===== src/rtl/alu_pkg.sv =====
// alu_pkg: shared opcode encodings, legality/range limits and sequencer FSM
// state encodings for the SixteenBit_ALU front-end.
package alu_pkg;

  localparam logic [5:0] OP_CLR  = 6'd0;
  localparam logic [5:0] OP_NOT  = 6'd1;
  localparam logic [5:0] OP_SHR  = 6'd2;
  localparam logic [5:0] OP_SHL  = 6'd3;
  localparam logic [5:0] OP_FACT = 6'd4;
  localparam logic [5:0] OP_EXP  = 6'd5;
  localparam logic [5:0] OP_ADD  = 6'd6;
  localparam logic [5:0] OP_SUB  = 6'd7;
  localparam logic [5:0] OP_MULT = 6'd8;
  localparam logic [5:0] OP_DIV  = 6'd9;
  localparam logic [5:0] OP_AND  = 6'd10;
  localparam logic [5:0] OP_OR   = 6'd11;
  localparam logic [5:0] OP_XOR  = 6'd12;

  localparam logic [5:0] MAX_OP = OP_XOR;

  // Largest operands whose factorial / e^x fit the 32-bit ALU result.
  localparam logic [15:0] FACT_MAX = 16'd12;
  localparam logic [15:0] EXP_MAX  = 16'd22;

  typedef enum logic [1:0] {
    S_IDLE = 2'd0,
    S_WAIT = 2'd1,
    S_RESP = 2'd2
  } state_t;

endpackage


===== src/rtl/alu_op_errchk.sv =====
// alu_op_errchk: combinational op classifier.
//  op      in  6   opcode
//  a, b    in  16  operands as they will be issued to the ALU
//  err     out 1   response error flag for this op
//  is_long out 1   op needs the long settle time
//  legal   out 1   op is issued to the ALU (else alu_sel forced to clear)
// With ALU_SEQ_DIV0_TRAP_EN defined, divide-by-zero is not issued and is
// handled like an illegal opcode.
module alu_op_errchk
  import alu_pkg::*;
(
  input  logic [5:0]  op,
  input  logic [15:0] a,
  input  logic [15:0] b,
  output logic        err,
  output logic        is_long,
  output logic        legal
);

  logic [16:0] sum;
  logic        div0;

  always_comb begin
    sum  = {1'b0, a} + {1'b0, b};
    div0 = (op == OP_DIV) && (b == 16'd0);
`ifdef ALU_SEQ_DIV0_TRAP_EN
    legal = (op <= MAX_OP) && !div0;
`else
    legal = (op <= MAX_OP);
`endif
    err = 1'b0;
    case (op)
      OP_ADD:  err = sum[16];
      OP_SUB:  err = (a < b);
      OP_DIV:  err = div0;
      OP_FACT: err = (a > FACT_MAX);
      OP_EXP:  err = (a > EXP_MAX);
      default: err = 1'b0;
    endcase
    if (!legal) err = 1'b1;
    is_long = legal && ((op == OP_FACT) || (op == OP_EXP) ||
                        (op == OP_MULT) || (op == OP_DIV));
  end

endmodule


===== src/rtl/alu_op_sequencer.sv =====
// alu_op_sequencer: command front-end and accumulator around SixteenBit_ALU.
// Accepts one op per cmd handshake, drives the ALU inputs, waits the op's
// settle time, captures alu_out into acc and returns it on the rsp handshake.
//  clk, reset            clock; synchronous active-low reset
//  cmd_valid/cmd_ready   command handshake (ready only in IDLE)
//  cmd_op/a/b/use_acc    command; use_acc takes A from acc[15:0]
//  alu_a/alu_b/alu_sel   registered ALU inputs, stable during WAIT
//  alu_out               ALU result
//  rsp_valid/rsp_ready   response handshake
//  rsp_data/rsp_err      captured result and error flag
//  acc, busy             accumulator; state != IDLE
// Build option ALU_SEQ_DIV0_TRAP_EN: divide-by-zero is trapped (not issued).
module alu_op_sequencer
  import alu_pkg::*;
#(
  parameter int SHORT_WAIT = 1,
  parameter int LONG_WAIT  = 4
) (
  input  logic        clk,
  input  logic        reset,
  input  logic        cmd_valid,
  output logic        cmd_ready,
  input  logic [5:0]  cmd_op,
  input  logic [15:0] cmd_a,
  input  logic [15:0] cmd_b,
  input  logic        cmd_use_acc,
  output logic [15:0] alu_a,
  output logic [15:0] alu_b,
  output logic [5:0]  alu_sel,
  input  logic [31:0] alu_out,
  output logic        rsp_valid,
  input  logic        rsp_ready,
  output logic [31:0] rsp_data,
  output logic        rsp_err,
  output logic [31:0] acc,
  output logic        busy
);

  localparam int WMAX = (SHORT_WAIT > LONG_WAIT) ? SHORT_WAIT : LONG_WAIT;
  localparam int CW   = $clog2(WMAX + 1);

  state_t        state, state_n;
  logic [CW-1:0] cnt;
  logic          legal_q;
  logic          accept, capture;
  logic [15:0]   a_sel;
  logic          chk_err, chk_long, chk_legal;

  assign a_sel = cmd_use_acc ? acc[15:0] : cmd_a;

  alu_op_errchk u_errchk (
    .op      (cmd_op),
    .a       (a_sel),
    .b       (cmd_b),
    .err     (chk_err),
    .is_long (chk_long),
    .legal   (chk_legal)
  );

  always_comb begin
    state_n   = state;
    cmd_ready = (state == S_IDLE);
    accept    = 1'b0;
    capture   = 1'b0;
    busy      = (state != S_IDLE);
    case (state)
      S_IDLE: if (cmd_valid) begin
        accept  = 1'b1;
        state_n = S_WAIT;
      end
      S_WAIT: if (cnt == CW'(1)) begin
        capture = 1'b1;
        state_n = S_RESP;
      end
      S_RESP: if (rsp_ready) state_n = S_IDLE;
      default: state_n = S_IDLE;
    endcase
  end

  always_ff @(posedge clk) begin
    if (!reset) begin
      state     <= S_IDLE;
      cnt       <= '0;
      acc       <= '0;
      alu_a     <= '0;
      alu_b     <= '0;
      alu_sel   <= '0;
      legal_q   <= 1'b0;
      rsp_valid <= 1'b0;
      rsp_data  <= '0;
      rsp_err   <= 1'b0;
    end else begin
      state <= state_n;
      if (accept) begin
        alu_a   <= a_sel;
        alu_b   <= cmd_b;
        alu_sel <= chk_legal ? cmd_op : OP_CLR;
        legal_q <= chk_legal;
        rsp_err <= chk_err;
        cnt     <= chk_long ? CW'(LONG_WAIT) : CW'(SHORT_WAIT);
      end
      if (state == S_WAIT) cnt <= cnt - CW'(1);
      if (capture) begin
        rsp_valid <= 1'b1;
        // Ops never issued to the ALU leave acc alone and report zero.
        if (legal_q) begin
          acc      <= alu_out;
          rsp_data <= alu_out;
        end else begin
          rsp_data <= '0;
        end
      end
      if (state == S_RESP && rsp_ready) rsp_valid <= 1'b0;
    end
  end

endmodule


===== config.mk =====
export PLATFORM = sky130hd
export DESIGN_NAME = alu_op_sequencer
export DESIGN_NICKNAME = d
export VERILOG_FILES = /design/src/rtl/alu_pkg.sv /design/src/rtl/alu_op_errchk.sv /design/src/rtl/alu_op_sequencer.sv
export SDC_FILE = /design/constraint.sdc
export NUM_CORES = 1
export LEC_CHECK = 0
export CORE_ASPECT_RATIO = 1.25
export CORE_UTILIZATION = 41
export DETAILED_ROUTE_END_ITERATION = 8
export PLACE_DENSITY = 0.86
export SLEW_MARGIN = 20
export SYNTH_ARGS = -nofsm -noshare
export SYNTH_HDL_FRONTEND = slang
export SYNTH_SLANG_ARGS = --single-unit

===== constraint.sdc =====
create_clock -name clk -period 2.76 [get_ports clk]
set_clock_uncertainty 0.2 [all_clocks]
set_input_delay 0.276 -clock clk [delete_from_list [all_inputs] [get_ports clk]]
set_output_delay 0.276 -clock clk [all_outputs]
set_load 0.02 [all_outputs]

==> results of run 1 <==
[worst min path at each step]
stage                               endpoint
floorplan               acc[19]$_SDFFE_PN0P_
global placement    rsp_data[5]$_SDFFE_PN0P_
detailed placement  rsp_data[9]$_SDFFE_PN0P_
CTS                    alu_a[3]$_SDFFE_PN0P_
global route           alu_a[3]$_SDFFE_PN0P_
finish                 alu_a[3]$_SDFFE_PN0P_
[registers in the layout, indices dropped and copies added, names as in the netlist]
signal / count
alu_b: 16
rsp_data: 32
state: 2
legal_q: 1
rsp_valid: 1
cnt: 3
alu_sel: 6
acc: 32
rsp_err: 1
alu_a: 16
[Yosys cell counts (all sizes together), types with 4 or more instances]
master and count:
a21boi 91, a21oi 11, a22oi 5, and2 4
buf 9, clkbuf 26, dfxtp 110, ha 34
inv 28, mux2 11, mux2i 5, nand2 163
nand3 10, nand4 5, nor2 11, nor2b 7
nor4 10, o211a 6, o21ai 9
[power by group through the flow]
stage                     clock [mW]  sequential, mW  combinational, mW
after floorplan                    0            1.74              0.254
after global placement             0            1.69              0.622
after detailed placement           0            1.70              0.629
after CTS                       1.36            1.66              0.636
after global routing            1.43            1.67              0.709
final                           1.33            1.66              0.655
[worst max-delay path: cells and delay by family]
family                   cells  cell delay, ns
AO/OA/AOI/OAI                3            0.67
buffers and inverters        2            0.50
AND/OR/NAND/NOR              2            0.46
multiplexers                 1            0.35
adder cells (fa/ha/maj)      1            0.30
[what timing repair did]
action	in CTS	in global routing
setup endpoints to repair	0	1
hold buffers	0	0
setup buffers	0	1
resized for setup	0	8
[metal layers]
metal | part of all wire (%) | wire, µm
met1 | 40 | 6149
met2 | 49 | 7463
met3 | 7.6 | 1172
met4 | 3.6 | 558
met5 | 0 | 0
[logic make-up (layout without fill, tap and decap cells)]
| logic type | count (synthesis) | count (layout) | share of synthesized area, % |
|---|---|---|---|
| buffers and inverters | 63 | 271 | 4.944 |
| XOR/XNOR | 1 | 1 | 0.1713 |
| AND/OR/NAND/NOR | 228 | 228 | 19.63 |
| AO/OA/AOI/OAI | 142 | 142 | 20.39 |
| flip-flops | 110 | 110 | 43.07 |
| adder cells (fa/ha/maj) | 34 | 34 | 8.321 |
| multiplexers | 16 | 16 | 3.475 |
[final cells by class]
type | instances | area share, %
well taps | 164 | 2.663
clock inverters | 6 | 0.9906
clock buffers | 10 | 2.972
flip-flops and latches | 110 | 28.58
inverters | 28 | 1.364
repair buffers | 227 | 28.48
multi-input cells | 421 | 34.95
[through the flow]
step	area (µm²)	power, mW	utilization, %	worst slack [ns]	instances
after global routing	7705	3.803	63.35	0.2178	966
final	7705	3.646	63.35	0.2715	966
after global placement	7330	2.317	60.27	-0.2471	948
after detailed placement	7330	2.326	60.27	-0.2802	948
after CTS	7635	3.659	62.78	0.03643	964
after floorplan	5112	1.992	-	0.06401	594
==> results.toml, run 1 <==
[outcome]
outcome = "completed"

[power]
p_leak_nw = 3.083
p_sw_mw = 0.9588
cellPowerDensity_nw_per_um2 = 473.2
p_int_mw = 2.687
p_seq_share_pct = 45.5
comb_power_share_pct = 18.0
clkPwrFrac_pct = 36.5
swShare_pct = 26.30
ir_drop_uv = 280.5

[worst_setup_path]
critPathCapture = "rsp_err$_SDFFE_PN0P_"
reg2reg_from = "acc[6]$_SDFFE_PN0P_"
slowest_delay_ns = 0.35
regToRegSetupSlack_ns = 0.35
arrival_ns = 2.56
worstSetupStartpoint = "cmd_use_acc"
crit_type = "input port to flip-flop"
path_cells = "dlymetal6s2s_1, clkbuf_16, mux2_2, ha_1, nor3_1, nand2_1, a311o_1, a21o_1, a31oi_1"
crit-reg2reg-capture = "rsp_err$_SDFFE_PN0P_"
critPathCaptureType = "flip-flop"
r2r_cells = 7
cp.required_ns = 2.83
critical_path.max_fanout = 8
cp_slowest_cell = "mux2_2"
start_kind = "input port"

[synth]
synth_seq_cells = 110
synth.largest_area_cell = "dfxtp_1"
synth_cell_types = 51
syn-num-nets = 703
synthCells = 594
synth_area_um2 = 5112
syn_avg_cell_area_um2 = 8.607
async_reset_ff_share_pct = 0
seq_area_frac_synth_pct = 43.07
synthTopCellsByArea = "dfxtp_1, a21boi_1, nand2_1"
synth_enable_flop_cells = 0
synth_top_area_share_pct = 43.07
synth_ff_type = "dfxtp_1"
yosysWarnings = 0

[timing]
slew_violations = 0
rsz0062_at_grt = "false"
period_minus_slack_ns = 2.488
tightest_slew_ns = 0.4906
holdWs_ns = 0.2048
clock.fmax_mhz = 401.9
setup_viol = 0
final.period_utilization_pct = 90.16
hold_violations = 0
slew_headroom_pct = 67.29
finalSetupTns_ns = 0

[final_layout]
drive_above_1_share_pct = 9.726
final_common_cell = "clkdlybuf4s50_1"
fillCellCount = 1025
area_growth_pct = 50.71
n_antenna_cell = 0
final_cell_mix = "clkdlybuf4s50_1, nand2_1, dfxtp_1"
multi_input_area_um2 = 2693
register_area_um2 = 2202
final_nets = 906

[floorplan]
die_w_um = 101.9
io_pins = 181
die_h_um = 126.8
start_util_pct = 42.04
dieArea_um2 = 12920
coreArea_um2 = 12160
fp-row-count = 45

[min_path]
holdPathStages = 2
hold_class = "input port to flip-flop"
hold_path_startpoint = "reset"

[cts]
cts_num_sinks = 110
cts_buffers = 9
htree_levels = 3
insertion_delay_ns = 0.35
root_buffer = "clkbuf_16"
cts_tree = "done"
cts_max_path_buffers = 2
clk_pin_slew_worst_paths_ns = 0.07

[grt]
use_met1_pct = 28.25
met3_usage_pct = 6.336
grt_util_all_layers_pct = 24.05
gr-usage-met2_pct = 40.98
busiest_layer = "met2"
antenna_found_initial = 0
grt.overflow.total = 0
grt_pass1_vias = 4894
grt_first_pass_wirelength_mm = 24.08
grt_max_degree = 53

[route]
drt_iter0_markers = 209
vias = 4959
via_per_inst = 5.134
drt-total-wl_mm = 15.34
final_antenna_net_count = 0
drcViolationCount = 0
dr.pass1.iters = 5
post_drt_wl_per_cell_um = 15.88

[place]
gp_congestion = 0.9343
hpwl_mm = 11.39
numPortBuffers = 180

[job]
cap_viol_max_count = 0
No activity file was read; power rests on OpenSTA's default activity.
==> run 2, diff against run 1 <==
--- a/config.mk
+++ b/config.mk
@@ -7,6 +7,7 @@
 export LEC_CHECK = 0
 export CORE_ASPECT_RATIO = 1.25
 export CORE_UTILIZATION = 41
+export CTS_CLUSTER_DIAMETER = 60
 export DETAILED_ROUTE_END_ITERATION = 8
 export PLACE_DENSITY = 0.86
 export SLEW_MARGIN = 20
==> results of run 2 <==
No change in the layout: final DEF, timing and power equal those of run 1.
==> run 3, diff against run 2 <==
--- a/config.mk
+++ b/config.mk
@@ -9,6 +9,7 @@
 export CORE_UTILIZATION = 41
 export CTS_CLUSTER_DIAMETER = 60
 export DETAILED_ROUTE_END_ITERATION = 8
+export GPL_TIMING_DRIVEN = 0
 export PLACE_DENSITY = 0.86
 export SLEW_MARGIN = 20
 export SYNTH_ARGS = -nofsm -noshare
==> run 3 against run 2 <==
  * Register-to-register slack worse by 0.09 ns
  * Highest routed layer unchanged
  * Clock-buffer cell count unchanged
  * Power shrank 2.1%
  * Largest power group unchanged
  * Maximum frequency decreased by 4.2%
  * Largest cell class unchanged
  * Combinational power fell by 7.9%
==> results.toml, run 3 (synthesized netlist as in run 1, its figures left out) <==
[route]
drt-met1-wl_mm = 6.209
drt_iter0_markers = 197
dr_wl_met3_um = 939
final_antenna_net_count = 0
drcViolationCount = 0
post_drt_wl_per_cell_um = 15.71
highest_layer = "met4"
drt-total-wl_mm = 14.99
dr.pass1.iters = 4
dr_wl_met2_mm = 7.546
vias = 4763
via_per_inst = 4.993

[cts]
root_buffer = "clkbuf_16"
clk_pin_slew_worst_paths_ns = 0.08
insertion_delay_ns = 0.35
htree_levels = 3
cts_buffers = 9
cts_tree = "done"
cts_max_path_buffers = 2
cts_num_sinks = 110
post_cts_buffers = 0

[final_layout]
area_growth_pct = 46.11
fillCellCount = 1096
instances_no_fill = 954
n_antenna_cell = 0
final_nets = 894
drive_above_1_share_pct = 5.063
final_common_cell = "clkdlybuf4s50_1"
fin_area_um2 = 7470
reg.largest.list = "acc: 32 flops, rsp_data: 32 flops"
final_cell_mix = "clkdlybuf4s50_1, nand2_1, dfxtp_1"

[power]
cellPowerDensity_nw_per_um2 = 478.0
p_int_mw = 2.587
clkPwrFrac_pct = 36.7
power_mw = 3.571
swShare_pct = 27.54
ir_drop_uv = 338.7
p_leak_nw = 2.897
p_sw_mw = 0.9835
comb_power_share_pct = 16.9
p_seq_share_pct = 46.4

[grt]
grt_pass1_vias = 4706
grt_first_pass_wirelength_mm = 23.35
grt.overflow.total = 0
antenna_found_initial = 0
grt_util_all_layers_pct = 23.40
grt_max_degree = 21

[timing]
period_minus_slack_ns = 2.597
slew_violations = 0
setup_viol = 0
final.period_utilization_pct = 94.11
tightest_slew_ns = 0.5768
hold_violations = 0
rsz0062_at_grt = "false"
clock.fmax_mhz = 385.0
slew_headroom_pct = 61.54

[floorplan]
die_h_um = 126.8
die_w_um = 101.9
start_util_pct = 42.04
io_pins = 181
coreArea_um2 = 12160
fp-row-count = 45
dieArea_um2 = 12920

[worst_setup_path]
cp_slowest_cell = "mux2_2"
start_kind = "input port"
crit_type = "input port to flip-flop"
critPathCaptureType = "flip-flop"
slowest_delay_ns = 0.41
path_cells = "clkbuf_2, buf_6, buf_4, mux2_2, ha_1, nor4_4, o311ai_1, a311o_1, a21o_1, a31oi_1"
critical_path.max_fanout = 10
cp.required_ns = 2.84
arrival_ns = 2.67

[place]
gp_congestion = 0.9164
hpwl_mm = 11.72
place_area_um2 = 7109
numPortBuffers = 179
place_inst = 937

[outcome]
outcome = "completed"

[min_path]
hold_class = "input port to flip-flop"

[job]
cap_viol_max_count = 0
==> run 3: cell count changes in the layout (fill, tap and decap cells not counted), sizes merged <==
cell / delta
clkbuf: +26
buf: -37
dlymetal6s2s: -1
inv: +1
bufinv: -1
==> run 3: routing by layer <==
layer  GRT usage (%)  vias to the layer above
li1                -                     2392
met1           26.66                     2211
met2           41.61                      140
met3           5.950                       20
met4           8.403                        0
met5               0                        -
==> run 3: final cells by class <==
class / count / area (µm²) / share of cell area, %
Inverter: 28 / 105.1 / 1.407
Timing Repair Buffer: 180 / 1792 / 23.99
Multi-Input combinational cell: 421 / 2708 / 36.25
Sequential cell: 110 / 2202 / 29.48
Tap cell: 164 / 205.2 / 2.747
Clock buffer: 10 / 239.0 / 3.199
Buffer: 35 / 156.4 / 2.094
Clock inverter: 6 / 62.56 / 0.8375
==> run 3: worst max-delay path: cells and delay by family <==
| family | cells | cell delay, ns |
|---|---|---|
| AOI/OAI and AO/OA | 4 | 0.76 |
| adders and majority gates | 1 | 0.37 |
| buffers and inverters | 3 | 0.52 |
| muxes | 1 | 0.41 |
| and+or+nand+nor | 1 | 0.34 |
==> run 3: power by group through the flow <==
stage | Sequential [mW] | Combinational [mW] | Clock, mW
final | 1.66 | 0.603 | 1.31
after CTS | 1.66 | 0.600 | 1.33
after floorplan | 1.74 | 0.254 | 0
after global placement | 1.69 | 0.578 | 0
after detailed placement | 1.70 | 0.589 | 0
after global routing | 1.66 | 0.656 | 1.39
==> run 3: path summary, 6_finish.rpt <==
path	depth (start not counted)	startpoint	endpoint	slack, ns
max	10	cmd_use_acc	rsp_err$_SDFFE_PN0P_	0.16
min	3	reset	cnt[2]$_SDFFE_PN0P_	0.09
max reg2reg	9	acc[5]$_SDFFE_PN0P_	rsp_err$_SDFFE_PN0P_	0.26
min reg2reg	2	alu_b[3]$_SDFFE_PN0P_	alu_b[3]$_SDFFE_PN0P_	0.25
==> run 3: metrics by stage <==
step	setup WS [ns]	hold WS (ns)	utilization (%)	TNS, ns
finish	0.1627	0.09152	61.42	0
global placement	-0.8480	0.2360	58.46	-0.8480
CTS	0.03484	0.08056	61.20	0
global route	0.1001	0.1300	61.42	0
floorplan	0.06401	0.2109	-	0
detailed placement	-0.8910	0.2437	58.46	-0.8910
==> run 3: what timing repair did <==
| action | in CTS | in global routing |
|---|---|---|
| pin swaps | 0 | 0 |
| cloned | 0 | 1 |
| hold buffers | 0 | 0 |
| endpoints found under the hold margin | 0 | 0 |
| endpoints found under the setup margin | 1 | 1 |
| gates resized for setup | 8 | 5 |
